### src/rtl/shifter_pkg.sv
// rtl/shifter_pkg.sv - op encodings and shift-level placement helpers for pipelined_shifter
package shifter_pkg;

   typedef enum logic [1:0] {
      OP_SLL = 2'b00,
      OP_ROR = 2'b01,
      OP_SRL = 2'b10,
      OP_SRA = 2'b11
   } op_e;

   function automatic int level_stage(input int level, input int stages, input int levels);
      return (level * stages) / levels;
   endfunction

   // Lowest level owned by a stage; a stage index past the end yields levels.
   function automatic int stage_first_level(input int stage, input int stages, input int levels);
      int first;
      first = levels;
      for (int j = levels - 1; j >= 0; j--) begin
         if (level_stage(j, stages, levels) >= stage) first = j;
      end
      return first;
   endfunction

endpackage

### src/rtl/shift_stage.sv
// rtl/shift_stage.sv - one pipeline stage: shift levels FIRST_LEVEL..LAST_LEVEL plus its register slice
// SHIFTER_ROTATE_EN enables rotate-right on op 01; otherwise op 01 shifts left.
module shift_stage
   import shifter_pkg::*;
#(
   parameter int DATA_WIDTH  = 32,
   parameter int TAG_WIDTH   = 5,
   parameter int FIRST_LEVEL = 0,
   parameter int LAST_LEVEL  = 0,
   localparam int AMT_WIDTH  = $clog2(DATA_WIDTH)
) (
   input  logic                  clk,
   input  logic                  rst_n,
   input  logic                  load,
   input  logic                  prev_valid,
   input  logic [DATA_WIDTH-1:0] prev_data,
   input  logic [AMT_WIDTH-1:0]  prev_amt,
   input  op_e                   prev_op,
   input  logic [TAG_WIDTH-1:0]  prev_tag,
   output logic                  valid,
   output logic [DATA_WIDTH-1:0] data,
   output logic [AMT_WIDTH-1:0]  amt,
   output op_e                   op,
   output logic [TAG_WIDTH-1:0]  tag
);

   logic [DATA_WIDTH-1:0] shifted;
`ifdef SHIFTER_ROTATE_EN
   logic [2*DATA_WIDTH-1:0] wrap;
`endif

   // SRA keeps the MSB at the sign value, so later levels still fill correctly.
   always_comb begin
      shifted = prev_data;
`ifdef SHIFTER_ROTATE_EN
      wrap = '0;
`endif
      for (int j = FIRST_LEVEL; j <= LAST_LEVEL; j++) begin
         if (prev_amt[AMT_WIDTH'(j)]) begin
            case (prev_op)
               OP_SRL: shifted = shifted >> (2 ** j);
               OP_SRA: shifted = $signed(shifted) >>> (2 ** j);
`ifdef SHIFTER_ROTATE_EN
               OP_ROR: begin
                  wrap    = {shifted, shifted} >> (2 ** j);
                  shifted = wrap[DATA_WIDTH-1:0];
               end
`endif
               default: shifted = shifted << (2 ** j);
            endcase
         end
      end
   end

   always_ff @(posedge clk or negedge rst_n) begin
      if (!rst_n) begin
         valid <= 1'b0;
         data  <= '0;
         amt   <= '0;
         op    <= OP_SLL;
         tag   <= '0;
      end else if (load) begin
         valid <= prev_valid;
         if (prev_valid) begin
            data <= shifted;
            amt  <= prev_amt;
            op   <= prev_op;
            tag  <= prev_tag;
         end
      end
   end

endmodule

### src/rtl/pipelined_shifter.sv
// rtl/pipelined_shifter.sv - STAGES-deep barrel shifter with valid/ready flow control and tag pass-through
// SHIFTER_ROTATE_EN (in shift_stage) selects rotate-right for op 01.
module pipelined_shifter
   import shifter_pkg::*;
#(
   parameter int DATA_WIDTH = 32,
   parameter int STAGES     = 2,
   parameter int TAG_WIDTH  = 5,
   localparam int LEVELS    = $clog2(DATA_WIDTH)
) (
   input  logic                  clk,
   input  logic                  rst_n,
   input  logic                  in_valid,
   output logic                  in_ready,
   input  logic [DATA_WIDTH-1:0] in_a,
   input  logic [LEVELS-1:0]     in_b,
   input  logic [1:0]            in_op,
   input  logic [TAG_WIDTH-1:0]  in_tag,
   output logic                  out_valid,
   input  logic                  out_ready,
   output logic [DATA_WIDTH-1:0] out_result,
   output logic [TAG_WIDTH-1:0]  out_tag
);

   // Index 0 is the request port, index i+1 is the register of stage i.
   logic [STAGES:0]       v_c;
   logic [DATA_WIDTH-1:0] d_c [STAGES+1];
   logic [LEVELS-1:0]     a_c [STAGES+1];
   op_e                   o_c [STAGES+1];
   logic [TAG_WIDTH-1:0]  t_c [STAGES+1];
   logic [STAGES-1:0]     adv;
   logic [STAGES-1:0]     load;
   logic                  unused_tail;

   assign v_c[0] = in_valid;
   assign d_c[0] = in_a;
   assign a_c[0] = in_b;
   assign o_c[0] = op_e'(in_op);
   assign t_c[0] = in_tag;

   for (genvar i = 0; i < STAGES; i++) begin : g_stage
      localparam int FIRST = stage_first_level(i, STAGES, LEVELS);
      localparam int LAST  = stage_first_level(i + 1, STAGES, LEVELS) - 1;

      // A stage's content moves on if the consumer takes it or any later stage has a hole.
      if (i == STAGES - 1) begin : g_tail
         assign adv[i] = out_ready;
      end else begin : g_body
         assign adv[i] = out_ready | ~(&v_c[STAGES:i+2]);
      end

      shift_stage #(
         .DATA_WIDTH (DATA_WIDTH),
         .TAG_WIDTH  (TAG_WIDTH),
         .FIRST_LEVEL(FIRST),
         .LAST_LEVEL (LAST)
      ) u_stage (
         .clk       (clk),
         .rst_n     (rst_n),
         .load      (load[i]),
         .prev_valid(v_c[i]),
         .prev_data (d_c[i]),
         .prev_amt  (a_c[i]),
         .prev_op   (o_c[i]),
         .prev_tag  (t_c[i]),
         .valid     (v_c[i+1]),
         .data      (d_c[i+1]),
         .amt       (a_c[i+1]),
         .op        (o_c[i+1]),
         .tag       (t_c[i+1])
      );
   end

   assign load        = ~v_c[STAGES:1] | adv;
   assign in_ready    = load[0];
   assign out_valid   = v_c[STAGES];
   assign out_result  = d_c[STAGES];
   assign out_tag     = t_c[STAGES];
   assign unused_tail = ^{a_c[STAGES], o_c[STAGES]};

endmodule

### config.mk
export PLATFORM = sky130hd
export DESIGN_NAME = pipelined_shifter
export DESIGN_NICKNAME = d
export VERILOG_FILES = /design/src/rtl/shifter_pkg.sv /design/src/rtl/shift_stage.sv /design/src/rtl/pipelined_shifter.sv
export SDC_FILE = /design/constraint.sdc
export NUM_CORES = 1
export LEC_CHECK = 0
export CELL_PAD_IN_SITES_DETAIL_PLACEMENT = 1
export CELL_PAD_IN_SITES_GLOBAL_PLACEMENT = 2
export CORE_MARGIN = 5
export CORE_UTILIZATION = 38
export DETAILED_ROUTE_END_ITERATION = 6
export GPL_TIMING_DRIVEN = 0
export PLACE_DENSITY_LB_ADDON = 0.08
export SYNTH_ARGS = -nofsm -noshare
export SYNTH_HDL_FRONTEND = slang
export SYNTH_HIERARCHICAL = 1
export SYNTH_SLANG_ARGS = --single-unit
### constraint.sdc
create_clock -name clk -period 4.75 [get_ports clk]
set_input_delay 0.95 -clock clk [delete_from_list [all_inputs] [get_ports clk]]
set_output_delay 0.95 -clock clk [all_outputs]
set_load 0.005 [all_outputs]
==> results of run 1 <==
[power groups by stage]
stage / Clock, W / Sequential, W / Combinational [W]
5_1_grt: 0.000780 / 0.00104 / 0.00120
6_report: 0.000735 / 0.00103 / 0.00113
4_1_cts: 0.000748 / 0.00102 / 0.00112
3_5_place_dp: 0 / 0.00103 / 0.00111
3_3_place_gp: 0 / 0.00102 / 0.00109
2_1_floorplan: 0 / 0.000965 / 0.000603
[sequential cells by signal, indices dropped and copies added, names as in the netlist]
name                   count
g_stage.u_stage/data      64
g_stage.u_stage/tag       10
g_stage.u_stage/amt        2
g_stage.u_stage/op         2
g_stage.u_stage/valid      2
[per-stage QoR]
step / setup WS [ns] / cells / cell area [sq um]
after global placement: 0.0288 / 1110 / 7950
final: 1.60 / 1127 / 8280
after global routing: 1.51 / 1127 / 8280
after detailed placement: 1.36 / 1111 / 7970
after floorplan: 2.46 / 799 / 6850
after CTS: 1.58 / 1127 / 8280
[path summary, 6_finish.rpt]
kind | end
worst max-delay path | in_ready
worst min-delay path | g_stage[0].u_stage/tag[1]$_DFFE_PN0P_
worst max register to register | g_stage[0].u_stage/data[24]$_DFFE_PN0P_
worst min register to register | g_stage[0].u_stage/tag[1]$_DFFE_PN0P_
max in group asynchronous | g_stage[1].u_stage/data[10]$_DFFE_PN0P_
min in group asynchronous | g_stage[1].u_stage/data[28]$_DFFE_PN0P_
[area by class of cell]
cell class	instances	share of cell area, %
Tap cell	229	3.46
Timing Repair Buffer	83	10.1
Inverter	9	0.408
Buffer	79	5.91
Clock buffer	11	2.81
Multi-Input combinational cell	631	52.2
Clock inverter	5	0.952
Sequential cell	80	24.2
[worst max-delay path, stage by stage]
cell	delay, ns
clkdlybuf4s50_1	0.47
nand3b_1	0.23
clkdlybuf4s50_1	0.55
[routing by layer]
metal	up-vias	global-route usage [%]	routed length [um]	share of wire [%]
li1	3195	-	-	-
met1	3616	35.9	12500	41
met2	304	51.9	15100	50
met3	72	2.98	1430	4.7
met4	0	11.2	1180	3.9
met5	-	0	0	0
==> impl_metrics.py, run 1 <==
metrics = {
    "timing": {
        "finalClockSkew_ns": 0.00960,
        "final-setup-viol-count": 0,
        "hold_violations": 0,
        "fin_crit_sh_pct": 66.4,
        "tns_ns": 0,
        "fmax_ghz": 0.317,
        "fin_hold_ws_ns": 0.476,
        "drv_slew": 0,
        "worst_pin_slew_ns": 0.695,
        "relSlewSlack_pct": 53.6,
        "rsz0062_at_grt": "false",
        "period_needed_ns": 3.15,
    },
    "floorplanning": {
        "core_area_sq_um": 17800,
        "die_w_um": 144,
        "row_count": 49,
        "die_h_um": 144,
        "initial_core_util_pct": 38.4,
        "ios": 87,
        "dieArea_sq_um": 20800,
    },
    "setup_path": {
        "r2r_slack_ns": 2.42,
        "critPathLaunchType": "input port",
        "crit_required_ns": 3.80,
        "startpoint": "out_ready",
        "ff2ff_path_depth": 7,
        "path_max_fanout": 4,
        "cp.arrival_ns": 2.20,
        "r2r-start": "g_stage[1].u_stage/valid$_DFFE_PN0P_",
        "cp-end-kind": "primary output",
        "crit_type": "input port to primary output",
    },
    "global_routing": {
        "gr-total-overflow": 0,
        "antenna_found_initial": 0,
        "grt_start_max_net_pins": 44,
        "track_usage_pct": 29.0,
        "grt_pass1_wl_um": 46400,
        "grt_pass1_vias": 7570,
    },
    "power": {
        "ir_drop_mv": 0.208,
        "swShare_pct": 36.1,
        "p_seq_share_pct": 35.5,
        "powerDensity_nw_per_um2": 349,
        "p_switching_w": 0.00104,
        "p_int_w": 0.00185,
        "finalPower_w": 0.00289,
        "comb_power_share_pct": 39.0,
        "p_leak_nw": 3.46,
        "clockPowerShare_pct": 25.4,
    },
    "cts": {
        "cts_tree": "built",
        "holdBufCountCts": 0,
        "clockBufferDepth": 2,
        "cts.sinks": 80,
        "clock_latency_ns": 0.34,
        "clk_pin_slew_ns": 0.06,
        "htreeDepth": 3,
        "post-cts-setup-buffer-count": 0,
        "numCtsBuffers": 9,
        "cts_root_buf": "clkbuf_16",
        "cts_resized": 0,
    },
    "synthesis": {
        "synth.avg_cell_area_sq_um": 8.57,
        "synthCells": 799,
        "synth_area_sq_um": 6850,
        "yosysWarnings": 6,
        "syn-num-nets": 847,
    },
    "route": {
        "post_drt_wl_per_cell_um": 26.9,
        "drc_errors": 0,
        "finalWirelength_um": 30300,
        "drtIter0Drc": 646,
        "num_vias": 7187,
        "postRouteAntennaNets": 0,
        "vias_per_cell": 6.38,
        "drtPass1Iterations": 7,
    },
    "run": {
        "maxCapViolCount": 0,
    },
    "status": {
        "status": "completed",
    },
    "final_layout": {
        "drive_above_1_share_pct": 10.5,
        "fin_util_pct": 46.4,
        "fillCellCount": 2118,
        "diodes": 0,
        "ff_latch_area_sq_um": 2000,
        "area_growth_pct": 21.0,
        "nets": 941,
        "multi_input_area_sq_um": 4320,
        "final_common_cell": "nor2_1",
        "final_cell_mix": "nor2_1 (84), nand2_1 (82), clkdlybuf4s50_1 (81)",
    },
    "min_path": {
        "hold_class": "flop to flop",
        "worstHoldStart": "g_stage[0].u_stage/tag[1]$_DFFE_PN0P_",
        "hold_path_depth": 2,
    },
    "placed_design": {
        "dp_hpwl_um": 23700,
        "gp_congestion": 0.947,
        "portBuffers": 82,
    },
}
(Power assumes the default switching activity.)
==> run 2, diff against run 1 <==
--- a/config.mk
+++ b/config.mk
@@ -8,7 +8,7 @@
 export CELL_PAD_IN_SITES_DETAIL_PLACEMENT = 1
 export CELL_PAD_IN_SITES_GLOBAL_PLACEMENT = 2
 export CORE_MARGIN = 5
-export CORE_UTILIZATION = 38
+export CORE_UTILIZATION = 35
 export DETAILED_ROUTE_END_ITERATION = 6
 export GPL_TIMING_DRIVEN = 0
 export PLACE_DENSITY_LB_ADDON = 0.08
==> constraint.sdc (replaced) <==
create_clock -name clk -period 3.16 [get_ports clk]
set_input_delay 0.632 -clock clk [delete_from_list [all_inputs] [get_ports clk]]
set_output_delay 0.632 -clock clk [all_outputs]
set_load 0.005 [all_outputs]
==> impl_metrics.py, run 2 (synthesis results as in run 1) <==
metrics = {
    "timing": {
        "worst_pin_slew_ns": 0.671,
        "fmax_ghz": 0.361,
        "fin_hold_ws_ns": 0.237,
        "period_needed_ns": 2.77,
        "final-setup-viol-count": 0,
        "finalClockSkew_ns": 0.00560,
        "hold_violations": 0,
        "relSlewSlack_pct": 55.3,
        "rsz0062_at_grt": "false",
        "drv_slew": 0,
        "fin_crit_sh_pct": 87.7,
    },
    "setup_path": {
        "path_cells": "clkdlybuf4s50_1 > buf_2 > clkinv_1 > clkbuf_1 > a211oi_1 > o21ai_0 > o211ai_1 > o21a_1",
        "critPathMaxStageDelay_ns": 0.49,
        "cp-end-kind": "flop",
        "crit_required_ns": 3.44,
        "r2r-start": "g_stage[0].u_stage/valid$_DFFE_PN0P_",
        "r2r_end": "g_stage[0].u_stage/data[24]$_DFFE_PN0P_",
        "path_max_fanout": 10,
        "cp_slowest_cell": "clkdlybuf4s50_1",
        "cp.arrival_ns": 3.05,
        "critPathLaunchType": "input port",
        "ff2ff_path_depth": 7,
        "r2r_slack_ns": 0.88,
        "crit_buf_inv": 4,
        "crit_family": "buffers and inverters",
        "crit_type": "input port to flop",
    },
    "power": {
        "p_switching_w": 0.00157,
        "p_leak_nw": 3.48,
        "finalPower_w": 0.00445,
        "p_int_w": 0.00288,
        "clockPowerShare_pct": 27.3,
        "powerDensity_nw_per_um2": 532,
        "p_seq_share_pct": 34.5,
        "comb_power_share_pct": 38.1,
        "swShare_pct": 35.4,
        "ir_drop_mv": 0.298,
    },
    "global_routing": {
        "grt_use_met3_pct": 2.39,
        "met2_usage_pct": 45.8,
        "busiest_layer": "met2",
        "grt_pass1_wl_um": 47100,
        "antenna_found_initial": 0,
        "use_met1_pct": 35.3,
        "grt_start_max_net_pins": 50,
        "grt_pass1_vias": 7532,
        "gr-total-overflow": 0,
        "track_usage_pct": 27.1,
    },
    "final_layout": {
        "nets": 941,
        "final_common_cell": "nor2_1",
        "fin_util_pct": 43.3,
        "area_growth_pct": 22.3,
        "regMostFlops": "g_stage.u_stage/data",
        "drive_above_1_share_pct": 10.6,
        "largestRegisters": "g_stage.u_stage/data: 64 flops, g_stage.u_stage/tag: 10 flops",
        "fin_cells": 1163,
        "largest_register_ff_count": 64,
        "multi_input_area_sq_um": 4320,
        "diodes": 0,
        "fillCellCount": 2299,
        "final_cell_mix": "nor2_1 (84), nand2_1 (82), clkdlybuf4s50_1 (81)",
        "ff_latch_area_sq_um": 2000,
    },
    "floorplanning": {
        "die_h_um": 150,
        "core_area_sq_um": 19300,
        "ios": 87,
        "die_w_um": 150,
        "dieArea_sq_um": 22500,
        "initial_core_util_pct": 35.4,
        "row_count": 51,
    },
    "cts": {
        "cts.sinks": 80,
        "post-cts-setup-buffer-count": 0,
        "numCtsBuffers": 9,
        "cts_tree": "built",
        "htreeDepth": 3,
        "cts_resized": 0,
        "clock_latency_ns": 0.34,
        "holdBufCountCts": 0,
        "clk_pin_slew_ns": 0.06,
        "cts_root_buf": "clkbuf_16",
        "clockBufferDepth": 2,
    },
    "min_path": {
        "hold_class": "input port to asynchronous set/reset pin",
    },
    "route": {
        "drc_errors": 0,
        "drtPass1Iterations": 5,
        "num_vias": 7073,
        "vias_per_cell": 6.08,
        "drtIter0Drc": 571,
        "finalWirelength_um": 30600,
        "post_drt_wl_per_cell_um": 26.3,
        "postRouteAntennaNets": 0,
    },
    "status": {
        "status": "completed",
    },
    "placed_design": {
        "gp_congestion": 0.925,
        "dp.cells": 1147,
        "portBuffers": 82,
        "dp_hpwl_um": 23700,
    },
    "run": {
        "maxCapViolCount": 0,
    },
}
run 2: stage by stage:
step | cell area [sq um] | TNS [ns] | setup slack, ns
global placement | 8000 | -102.36 | -1.29
floorplan | 6850 | 0 | 1.19
detailed placement | 8020 | 0 | 0.0959
global route | 8370 | 0 | 0.262
finish | 8370 | 0 | 0.390
CTS | 8370 | 0 | 0.447
run 2: power groups by stage:
| stage | clock [W] | combinational (W) | sequential (W) |
|---|---|---|---|
| 2_1_floorplan | 0 | 0.000906 | 0.00145 |
| 3_3_place_gp | 0 | 0.00165 | 0.00154 |
| 3_5_place_dp | 0 | 0.00168 | 0.00155 |
| 4_1_cts | 0.00124 | 0.00169 | 0.00154 |
| 5_1_grt | 0.00128 | 0.00182 | 0.00157 |
| 6_report | 0.00122 | 0.00170 | 0.00154 |
run 2: layout make-up:
type / instances / share of cell area (%)
Timing Repair Buffer: 83 / 10.1
Clock inverter: 5 / 1.24
Multi-Input combinational cell: 631 / 51.6
Tap cell: 265 / 3.96
Inverter: 9 / 0.404
Sequential cell: 80 / 23.9
Buffer: 79 / 5.84
Clock buffer: 11 / 2.90
run 2: metal layers:
layer / wire (um) / part of all wire (%) / vias to the layer above
met3: 1370 / 4.5 / 73
met5: 0 / 0 / -
li1: - / - / 3172
met4: 1250 / 4.1 / 0
met1: 13200 / 43 / 3511
met2: 14800 / 48 / 317
run 2: how the worst max path moves through the flow:
stage,from,cells after the start,slack [ns],endpoint
3_5_place_dp,in_b[1],8,0.1,g_stage[0].u_stage/data[30]$_DFFE_PN0P_
5_1_grt,in_b[1],8,0.26,g_stage[0].u_stage/data[30]$_DFFE_PN0P_
6_report,in_b[1],8,0.39,g_stage[0].u_stage/data[30]$_DFFE_PN0P_
3_3_place_gp,rst_n,1,-1.29,g_stage[0].u_stage/data[16]$_DFFE_PN0P_
4_1_cts,in_b[1],8,0.45,g_stage[0].u_stage/data[30]$_DFFE_PN0P_
2_1_floorplan,in_b[0],6,1.19,g_stage[0].u_stage/data[28]$_DFFE_PN0P_
